### config.mk
export PLATFORM = sky130hd
export DESIGN_NAME = mod_vector_arbiter_flat
export DESIGN_NICKNAME = d
export VERILOG_FILES = /design/src/rtl/mod_vector_arbiter_pkg.sv /design/src/rtl/mod_vector_arbiter_if.sv /design/src/rtl/mod_vector_arbiter_mod_vector.sv /design/src/rtl/mod_vector_arbiter.sv /design/src/flat_wrapper.sv
export SDC_FILE = /design/constraint.sdc
export NUM_CORES = 2
export LEC_CHECK = 0
export CAP_MARGIN = 20
export CORE_MARGIN = 1.5
export CORE_UTILIZATION = 35
export DETAILED_ROUTE_END_ITERATION = 6
export MAX_ROUTING_LAYER = met4
export PLACE_DENSITY_LB_ADDON = 0.3
export SLEW_MARGIN = 30
export SYNTH_ARGS = -nofsm -noshare
export SYNTH_HDL_FRONTEND = slang
export SYNTH_SLANG_ARGS = --single-unit
### constraint.sdc
create_clock -name clk -period 37.3 [get_ports clk]
set_input_delay 5.595 -clock clk [delete_from_list [all_inputs] [get_ports clk]]
set_output_delay 5.595 -clock clk [all_outputs]
set_load 0.005 [all_outputs]
### src/rtl/mod_vector_arbiter_pkg.sv
// Shared types and constants for the modular vector datapath.
// wide_vec_t carries unreduced signed slots from any producer into the reducer.
package mod_vector_arbiter_pkg;

  localparam int unsigned N_SLOTS_L = 8;
  localparam int unsigned W_BITS_L  = 16;
  localparam int unsigned WW_BITS_L = 2 * W_BITS_L;
  localparam int unsigned Q_MOD_L   = 7710;

  typedef logic [W_BITS_L-1:0]         word_t;
  typedef word_t [N_SLOTS_L-1:0]       vec_t;
  typedef logic signed [WW_BITS_L-1:0] wide_word_t;
  typedef wide_word_t [N_SLOTS_L-1:0]  wide_vec_t;

  // Width of a requester index; at least one bit so single-bit fields stay legal.
  function automatic int unsigned sel_width(input int unsigned n);
    return (n > 1) ? $clog2(n) : 1;
  endfunction

endpackage

### src/rtl/mod_vector_arbiter_if.sv
// Requester and result bundle of the shared reducer arbiter.
// slave is the arbiter side; master is the requester/consumer side.
interface mod_vector_arbiter_if
  import mod_vector_arbiter_pkg::*;
#(
  parameter int unsigned NREQ = 2,
  parameter int unsigned SW   = sel_width(NREQ)
);

  logic [NREQ-1:0] req_valid;
  logic [NREQ-1:0] req_ready;
  wide_vec_t       req_vec [NREQ];
  logic            out_valid;
  logic            out_ready;
  vec_t            out_vec;
  logic [SW-1:0]   out_src;

  modport slave (
    input  req_valid, req_vec, out_ready,
    output req_ready, out_valid, out_vec, out_src
  );

  modport master (
    output req_valid, req_vec, out_ready,
    input  req_ready, out_valid, out_vec, out_src
  );

endinterface

### src/rtl/mod_vector_arbiter_mod_vector.sv
// Combinational per-slot reduction of signed wide words into [0, Q).
module mod_vector
  import mod_vector_arbiter_pkg::*;
(
  input  wide_vec_t raw,
  output vec_t      res
);

  localparam wide_word_t QS = wide_word_t'(Q_MOD_L);

  wide_word_t rem;

  always_comb begin
    res = '0;
    rem = '0;
    for (int unsigned s = 0; s < N_SLOTS_L; s++) begin
      // Signed % keeps the dividend's sign; fold negatives back into range.
      rem = $signed(raw[s]) % QS;
      if (rem < 0) begin
        rem = rem + QS;
      end
      res[s] = rem[W_BITS_L-1:0];
    end
  end

endmodule

### src/rtl/mod_vector_arbiter.sv
// Round-robin arbiter sharing one mod_vector reducer among NREQ requesters.
// Result is registered one cycle after transfer and tagged with its source index.
module mod_vector_arbiter
  import mod_vector_arbiter_pkg::*;
#(
  parameter int unsigned NREQ = 2,
  parameter int unsigned SW   = sel_width(NREQ)
) (
  input  logic                clk,
  input  logic                rst,
  mod_vector_arbiter_if.slave bus
);

  // Returns {found, index} of the first valid requester at or after ptr.
  function automatic logic [SW:0] rr_pick(input logic [NREQ-1:0] valid,
                                          input logic [SW-1:0]   ptr);
    logic [SW:0]   res;
    logic [SW-1:0] idx;
    res = '0;
    for (int unsigned k = 0; k < NREQ; k++) begin
      idx = SW'((32'(ptr) + k) % NREQ);
      if (!res[SW] && valid[idx]) begin
        res = {1'b1, idx};
      end
    end
    return res;
  endfunction

  logic          load;
  logic [SW:0]   pick;
  logic          grant_found;
  logic [SW-1:0] grant_idx;
  logic [SW-1:0] next_ptr;
  wide_vec_t     sel_vec;
  vec_t          reduced;

  logic          out_valid_q;
  vec_t          out_vec_q;
  logic [SW-1:0] out_src_q;
  logic [SW-1:0] rr_ptr_q;

  assign load        = !out_valid_q || bus.out_ready;
  assign pick        = rr_pick(bus.req_valid, rr_ptr_q);
  assign grant_found = pick[SW] && load && !rst;
  assign grant_idx   = pick[SW-1:0];
  assign next_ptr    = (grant_idx == SW'(NREQ - 1)) ? '0 : grant_idx + 1'b1;
  assign sel_vec     = bus.req_vec[grant_idx];

  always_comb begin
    bus.req_ready = '0;
    if (grant_found) begin
      bus.req_ready[grant_idx] = 1'b1;
    end
  end

  mod_vector u_mod_vector (
    .raw (sel_vec),
    .res (reduced)
  );

  always_ff @(posedge clk) begin
    if (rst) begin
      out_valid_q <= 1'b0;
      out_vec_q   <= '0;
      out_src_q   <= '0;
      rr_ptr_q    <= '0;
    end else if (load) begin
      // Result and source only move on a transfer so they stay put otherwise.
      out_valid_q <= grant_found;
      if (grant_found) begin
        out_vec_q <= reduced;
        out_src_q <= grant_idx;
        rr_ptr_q  <= next_ptr;
      end
    end
  end

  assign bus.out_valid = out_valid_q;
  assign bus.out_vec   = out_vec_q;
  assign bus.out_src   = out_src_q;

endmodule

### src/flat_wrapper.sv
// flat-port wrapper written by rule: the top's interface ports become plain ports
module mod_vector_arbiter_flat import mod_vector_arbiter_pkg::*;
#(
  parameter int unsigned NREQ = 2,
  parameter int unsigned SW   = sel_width(NREQ)
)
  (clk, rst, bus_req_valid, bus_req_vec, bus_out_ready, bus_req_ready, bus_out_valid, bus_out_vec, bus_out_src);
  mod_vector_arbiter_if #(.NREQ(NREQ), .SW(SW)) bus_i ();
  input  logic clk;
  input  logic rst;
  input wire logic [$bits(bus_i.req_valid)-1:0] bus_req_valid;
  input wire logic [$bits(bus_i.req_vec)-1:0] bus_req_vec;
  input wire logic [$bits(bus_i.out_ready)-1:0] bus_out_ready;
  output wire logic [$bits(bus_i.req_ready)-1:0] bus_req_ready;
  output wire logic [$bits(bus_i.out_valid)-1:0] bus_out_valid;
  output wire logic [$bits(bus_i.out_vec)-1:0] bus_out_vec;
  output wire logic [$bits(bus_i.out_src)-1:0] bus_out_src;
  assign bus_i.req_valid = bus_req_valid;
  assign bus_i.req_vec = {>>{bus_req_vec}};
  assign bus_i.out_ready = bus_out_ready;
  assign bus_req_ready = bus_i.req_ready;
  assign bus_out_valid = bus_i.out_valid;
  assign bus_out_vec = bus_i.out_vec;
  assign bus_out_src = bus_i.out_src;
  mod_vector_arbiter #(.NREQ(NREQ), .SW(SW)) u_core (.clk(clk), .rst(rst), .bus(bus_i));
endmodule
# --- Word-level counts from Yosys, hierarchy flattened ---
# Cells that the tools add are included.
word_totals:
  regBits: 131
  in_bits: 517
  output_inout_bits: 132
  elab_cells: 73
classes:
  n_addsub: 10
  div: 8
  order_cmp: 13
  n_mux: 21
  n_bitwise: 1
  n_reduce_logical: 9
op_table:
  columns: ["op", "n"]
  rows:
  - ["$mux 256", 3]
  - ["$lt 32x1->1 const B", 8]
  - ["$mod 32x14->32 const B", 8]
  - ["$add 16x14->16 const B", 8]
  - ["$mux 16", 8]
  - ["$lt 1x2->1 const B", 3]
  - ["$mux 1", 6]
  - ["$mux 2", 3]
  - ["$logic_and 1x1->1", 4]
  - ["$logic_not 1->1", 3]
  - ["$add 1x1->1 const B", 2]
  - ["$ge 2x2->1 const B", 1]
  - ["$not 1->2", 1]
  - ["$reduce_and 2->1", 1]
  - ["$demux 1 s1", 1]
  - ["$ge 1x1->1 const B", 1]
  - ["$logic_or 1x1->1", 1]

# --- Logic depth before layout (Yosys ltp) ---
depth:
  ltp_word: 13
  ltp_mapped: 122
  mapped_depth_nobuf: 85

# --- Hierarchy ---
# From an unflattened synthesis, not the netlist that was laid out.
unflattened:
  hier_cells: 13101
  area_unflattened_um2: 90733.3
by_module_without_submodules:
  columns: ["mod", "n_inst", "cells_per_inst", "area_per_inst_um2", "seq_area_each_um2"]
  rows:
  - ["mod_vector", 1, 12388, 82434.1, 0.0]
  - ["mod_vector_arbiter", 1, 713, 8299.2, 2622.5]

# --- Least setup slack after synthesis ---
# Ideal clock, no wire load.
synth_path:
  kind: "input to register"
  startpoint: "in bus_req_valid[0]"
  endpoint: "reg u_core.out_vec_q (netlist bit u_core.bus.out_vec[125])"
  setup_ns: 0.127
  t_arrival_ns: 33.144
  required_ns: 37.173
  slack_ns: 4.029
  stages: 112
  path_buffers: 33
  path_cell_list: "nand2b_1 > buf_6 > nand2_8 > buf_12 > buf_12 > buf_12 > buf_12 > buf_12 > buf_12 > buf_12 > buf_8 > buf_12 > buf_8 > buf_8 > buf_8 > buf_8 > buf_2 > buf_1 > [76 not listed] > and2b_1 > o21ai_1 > buf_2 > xnor2_1 > ha_1 > a21boi_1 > and3_1 > buf_4 > inv_2 > or3_1 > o31ai_1 > nor3b_1 > a31oi_1 > nor3_2 > nor2_1 > nor2_1 > xnor2_1 > o21ai_1"
synth_between:
  elab_chain_len: 13
  word_cells_on_any_way: 19
  classes_between: "add/sub (1); div (1); order compare (1); mux (10); bitwise (1); reduce/logical (5)"
synth_lines:
  columns: ["element", "line_no", "rtl"]
  rows:
  - ["from (decl)", "flat_wrapper.sv:11", "input wire logic [$bits(bus_i.req_valid)-1:0] bus_req_valid;"]
  - ["$mux 1 (not written as such) (2 in a row)", "mod_vector_arbiter.sv:22", "if (!res[SW] && valid[idx]) begin"]
  - ["$mux 2", "mod_vector_arbiter.sv:22", null]
  - ["$logic_not 1->1", "mod_vector_arbiter.sv:22", null]
  - ["$logic_and 1x1->1", "mod_vector_arbiter.sv:22", null]
  - ["$mux 2 (*)", "mod_vector_arbiter.sv:22", null]
  - ["$not 1->2 (not written as such)", "mod_vector_arbiter.sv:47", "assign sel_vec = bus.req_vec[grant_idx];"]
  - ["$mux 256 (not written as such) (3 in a row)", "mod_vector_arbiter.sv:47", null]
  - ["$mod 32x14->32", "mod_vector_arbiter_mod_vector.sv:18", "rem = $signed(raw[s]) % QS;"]
  - ["$lt 32x1->1 or $add 16x14->16 (tied branches)", "mod_vector_arbiter_mod_vector.sv:19, mod_vector_arbiter_mod_vector.sv:20", null]
  - ["$mux 16", "mod_vector_arbiter_mod_vector.sv:19", "if (rem < 0) begin"]
  - ["to (signal assigned)", "mod_vector_arbiter.sv:71", "out_vec_q <= reduced;"]
  - ["to (decl)", "mod_vector_arbiter.sv:38", "vec_t out_vec_q;"]
# Mark *: on every way between the ends. The rest lies on a longest branch, timed or not. The select of a mux whose other input is x is not followed.
# A chain may end at the register's enable or synchronous reset.

# --- Worst setup path in the final report ---
layout_path:
  startpoint: "in bus_req_valid[0]"
  endpoint: "reg u_core.out_vec_q (netlist bit u_core.bus.out_vec[70])"
# Same word-level chain as after synthesis.

==> impl_results.md <==
* Dpl ws at around 3200 ps
* Via count at about 110k
* M1 wire length at 160000 µm
* Final Cycle Share at 0.913
* RSZ-0062 raised after global routing: no
* Post-DP Area at between 90000 and 100000 µm²
* Synth Net Count at 13.7k
* Slew Limit Fails at 0
* DR vias/cell at around 6.3
* CP startpoint kind: primary input
* H-tree depth at 4
* Critical path type: in2reg
* R2R depth at a little over 80
* Final Hold Fails at 0
* CTS max path bufs at 2
* Final GP Congestion at 0.968
* Flop2flop setup slack at 8570 ps
* Worst Clk Skew at approximately 26 ps
* Ports at roughly 650
* Die Wd at 513 µm
* WL met3 at roughly 19000 µm
* Die height at 513 µm
* Vias in the first global route at 95.1k
* Initial Util at 0.351
* Post-Syn Instances at ~13k
* CTS root buf: clkbuf_16
* FMAX at 29.4 MHz
* Sequential cell area fraction in the yosys report at 0.0288
* Hpwl dp at approximately 280000 µm
* Commonest non-fill, non-tap cells in the layout: nand2_1 (1220), nor2_1 (1218), xnor2_1 (874)
* CTS tree: done
* Post-route minimum period at ~34000 ps
* Worst setup margin at between 3000 and 4000 ps
* Hold path cells at 2
* Highest Signal Layer: met4
* Number of buffers created by CTS at 17
* Initial antenna violation count at 24
* Worst Path Max Fanout at 34
* Share of cells above drive strength 1 at 0.0932
* Top_reg_cell synth: dfxtp_1
* FF-to-FF End: u_core.bus.out_vec[70]$_SDFFE_PP0P_
* Tightest Pin Transition at between 1000 and 1500 ps
* Max-Cap Viols at 0
* Met2 routed WL at 152000 µm
* PortBufs at approximately 650
* Core area at between 200000 and 300000 µm²
* Critical Path Max Stage Delay at 840 ps
* Top cells by area, synth: xnor2_1 (8.4%), nand2_1 (5.0%), nor2_1 (5.0%)
* CTS Hold Bufs at 0
* Synth Cell Area at a little over 90000 µm²
* CP max stage cell: o21ai_1
* Arr. time, crit path at approximately 34000 ps
* Final nets at 14.0k
* Most common cell after layout, fill and taps aside: nand2_1
* Iteration-0 DRC Markers at approximately 9.6k
* Leading area contributor after synthesis: xnor2_1
* R2R Path Start: u_core.rr_ptr_q$_SDFFE_PP0P_
* Total grt overflow at 0
* Die area at about 260000 µm²
* Area growth syn-to-layout at 10.0%
* Slew margin rel. at 0.280
* Gr usage total at 0.250
* Count of flip-flops with a built-in enable after synthesis at 0
* Post-CTS Setup Inserts at 0
* Area share of the largest cell type after synthesis at 0.0844
* Drt pass-1 iters at 7
* Layout Cell Area excl Fill at ~100000 µm²
* Synth cell types at ~210
* Setup TNS at 0 ps
* # DRC at 0
* # rows at roughly 190
* Syn avg cell area at 6.92 µm²
* Critical Path RT at between 30000 and 40000 ps
* Global-route wire length before repair at ~530000 µm
* Hold endpoint: u_core.bus.out_vec[30]$_SDFFE_PP0P_
* Post-cts repair resize count at 0
* Synth Register Bits at 131
* Clk sinks at approximately 130
* Drt wl/cell at ~20 µm
* Post-route ant nets at 0
* Async SR Flop Fraction at 0
* # setup viols final at 0
* Min-delay src: u_core.bus.out_vec[30]$_SDFFE_PP0P_
* Wirelength, routed at 341000 µm
* YS warnings at 0
* Clock latency at the later pin of the worst-skew pair at about 580 ps
* CTS clk-pin slew, worst paths at about 90 ps
* Status: finished, final reports clean
* Largest net degree at the start of global routing at 80
* Min-delay worst type: reg2reg
* Critical Path End Type: register
[how the worst max path moves through the flow]
stage,start,endpoint,cells after the start
2_1_floorplan,bus_req_valid[0],u_core.bus.out_vec[125]$_SDFFE_PP0P_,112
3_3_place_gp,bus_req_valid[0],u_core.bus.out_vec[44]$_SDFFE_PP0P_,81
3_5_place_dp,bus_req_valid[0],u_core.bus.out_vec[44]$_SDFFE_PP0P_,81
4_1_cts,bus_req_valid[0],u_core.bus.out_vec[44]$_SDFFE_PP0P_,81
5_1_grt,bus_req_valid[0],u_core.bus.out_vec[70]$_SDFFE_PP0P_,82
6_report,bus_req_valid[0],u_core.bus.out_vec[70]$_SDFFE_PP0P_,82
[critical path: cells and delay by family]
kind	cells	cell delay (ps)
fa+ha+maj	2	570
xor+xnor	4	1400
mux	6	2070
simple gates	25	7470
buf+inv	4	1260
compound gates	41	15960
[logic make-up (layout without fill, tap and decap cells)]
family                   Yosys count  in the layout  share of synthesized area
adder cells (fa/ha/maj)          118            118                     0.0141
AO/OA/AOI/OAI                   4802           4802                      0.395
flip-flops                       131            131                     0.0288
XOR/XNOR                        1322           1322                      0.130
buffers and inverters            687           1017                     0.0453
multiplexers                     594            594                     0.0683
AND/OR/NAND/NOR                 5507           5507                      0.318
other                              0             21                          0
[per-stage QoR]
| step | util | hold slack [ps] | cells |
|---|---|---|---|
| floorplan | - | 439 | 13200 |
| global placement | 0.383 | 435 | 16900 |
| detailed placement | 0.383 | 439 | 16900 |
| CTS | 0.386 | 450 | 16900 |
| global route | 0.387 | 472 | 16900 |
| finish | 0.387 | 447 | 16900 |
[registers in the layout, indices dropped and copies added (netlist names)]
signal / flops
u_core.rr_ptr_q: 1
u_core.bus.out_vec: 128
u_core.bus.out_src: 1
u_core.bus.out_valid: 1
[final cells by class]
| type | instances | area [µm²] |
|---|---|---|
| Fill cell | 27700 | 159000 |
| Multi-Input combinational cell | 12300 | 84500 |
| Timing Repair Buffer | 729 | 7110 |
| Tap cell | 3402 | 4260 |
| Sequential cell | 131 | 2620 |
| Inverter | 256 | 966 |
| Clock buffer | 17 | 425 |
| Clock inverter | 15 | 158 |
| Antenna cell | 21 | 52.6 |
[layer usage]
| metal | vias to the layer above | global-route usage |
|---|---|---|
| li1 | 52200 | - |
| met1 | 50400 | 0.337 |
| met2 | 3459 | 0.389 |
| met3 | 336 | 0.0202 |
| met4 | 0 | 0.0849 |
| met5 | - | - |
[cell usage after synthesis, drive strengths merged (131+ instances only)]
cell type,n
a211oi,255
a21o,161
a21oi,792
a31oi,297
and2,295
and3,207
buf,245
clkbuf,168
dfxtp,131
inv,254
mux2,152
mux2i,442
nand2,1228
nand3,499
nand4,159
nor2,1243
nor3,547
nor4,227
o211ai,248
o21a,161
o21ai,919
o31ai,206
or2,191
or3,189
xnor2,904
xor2,417
Power is not shown: default switching activity piles up to over one toggle a cycle in this logic, so the estimate is an artifact.
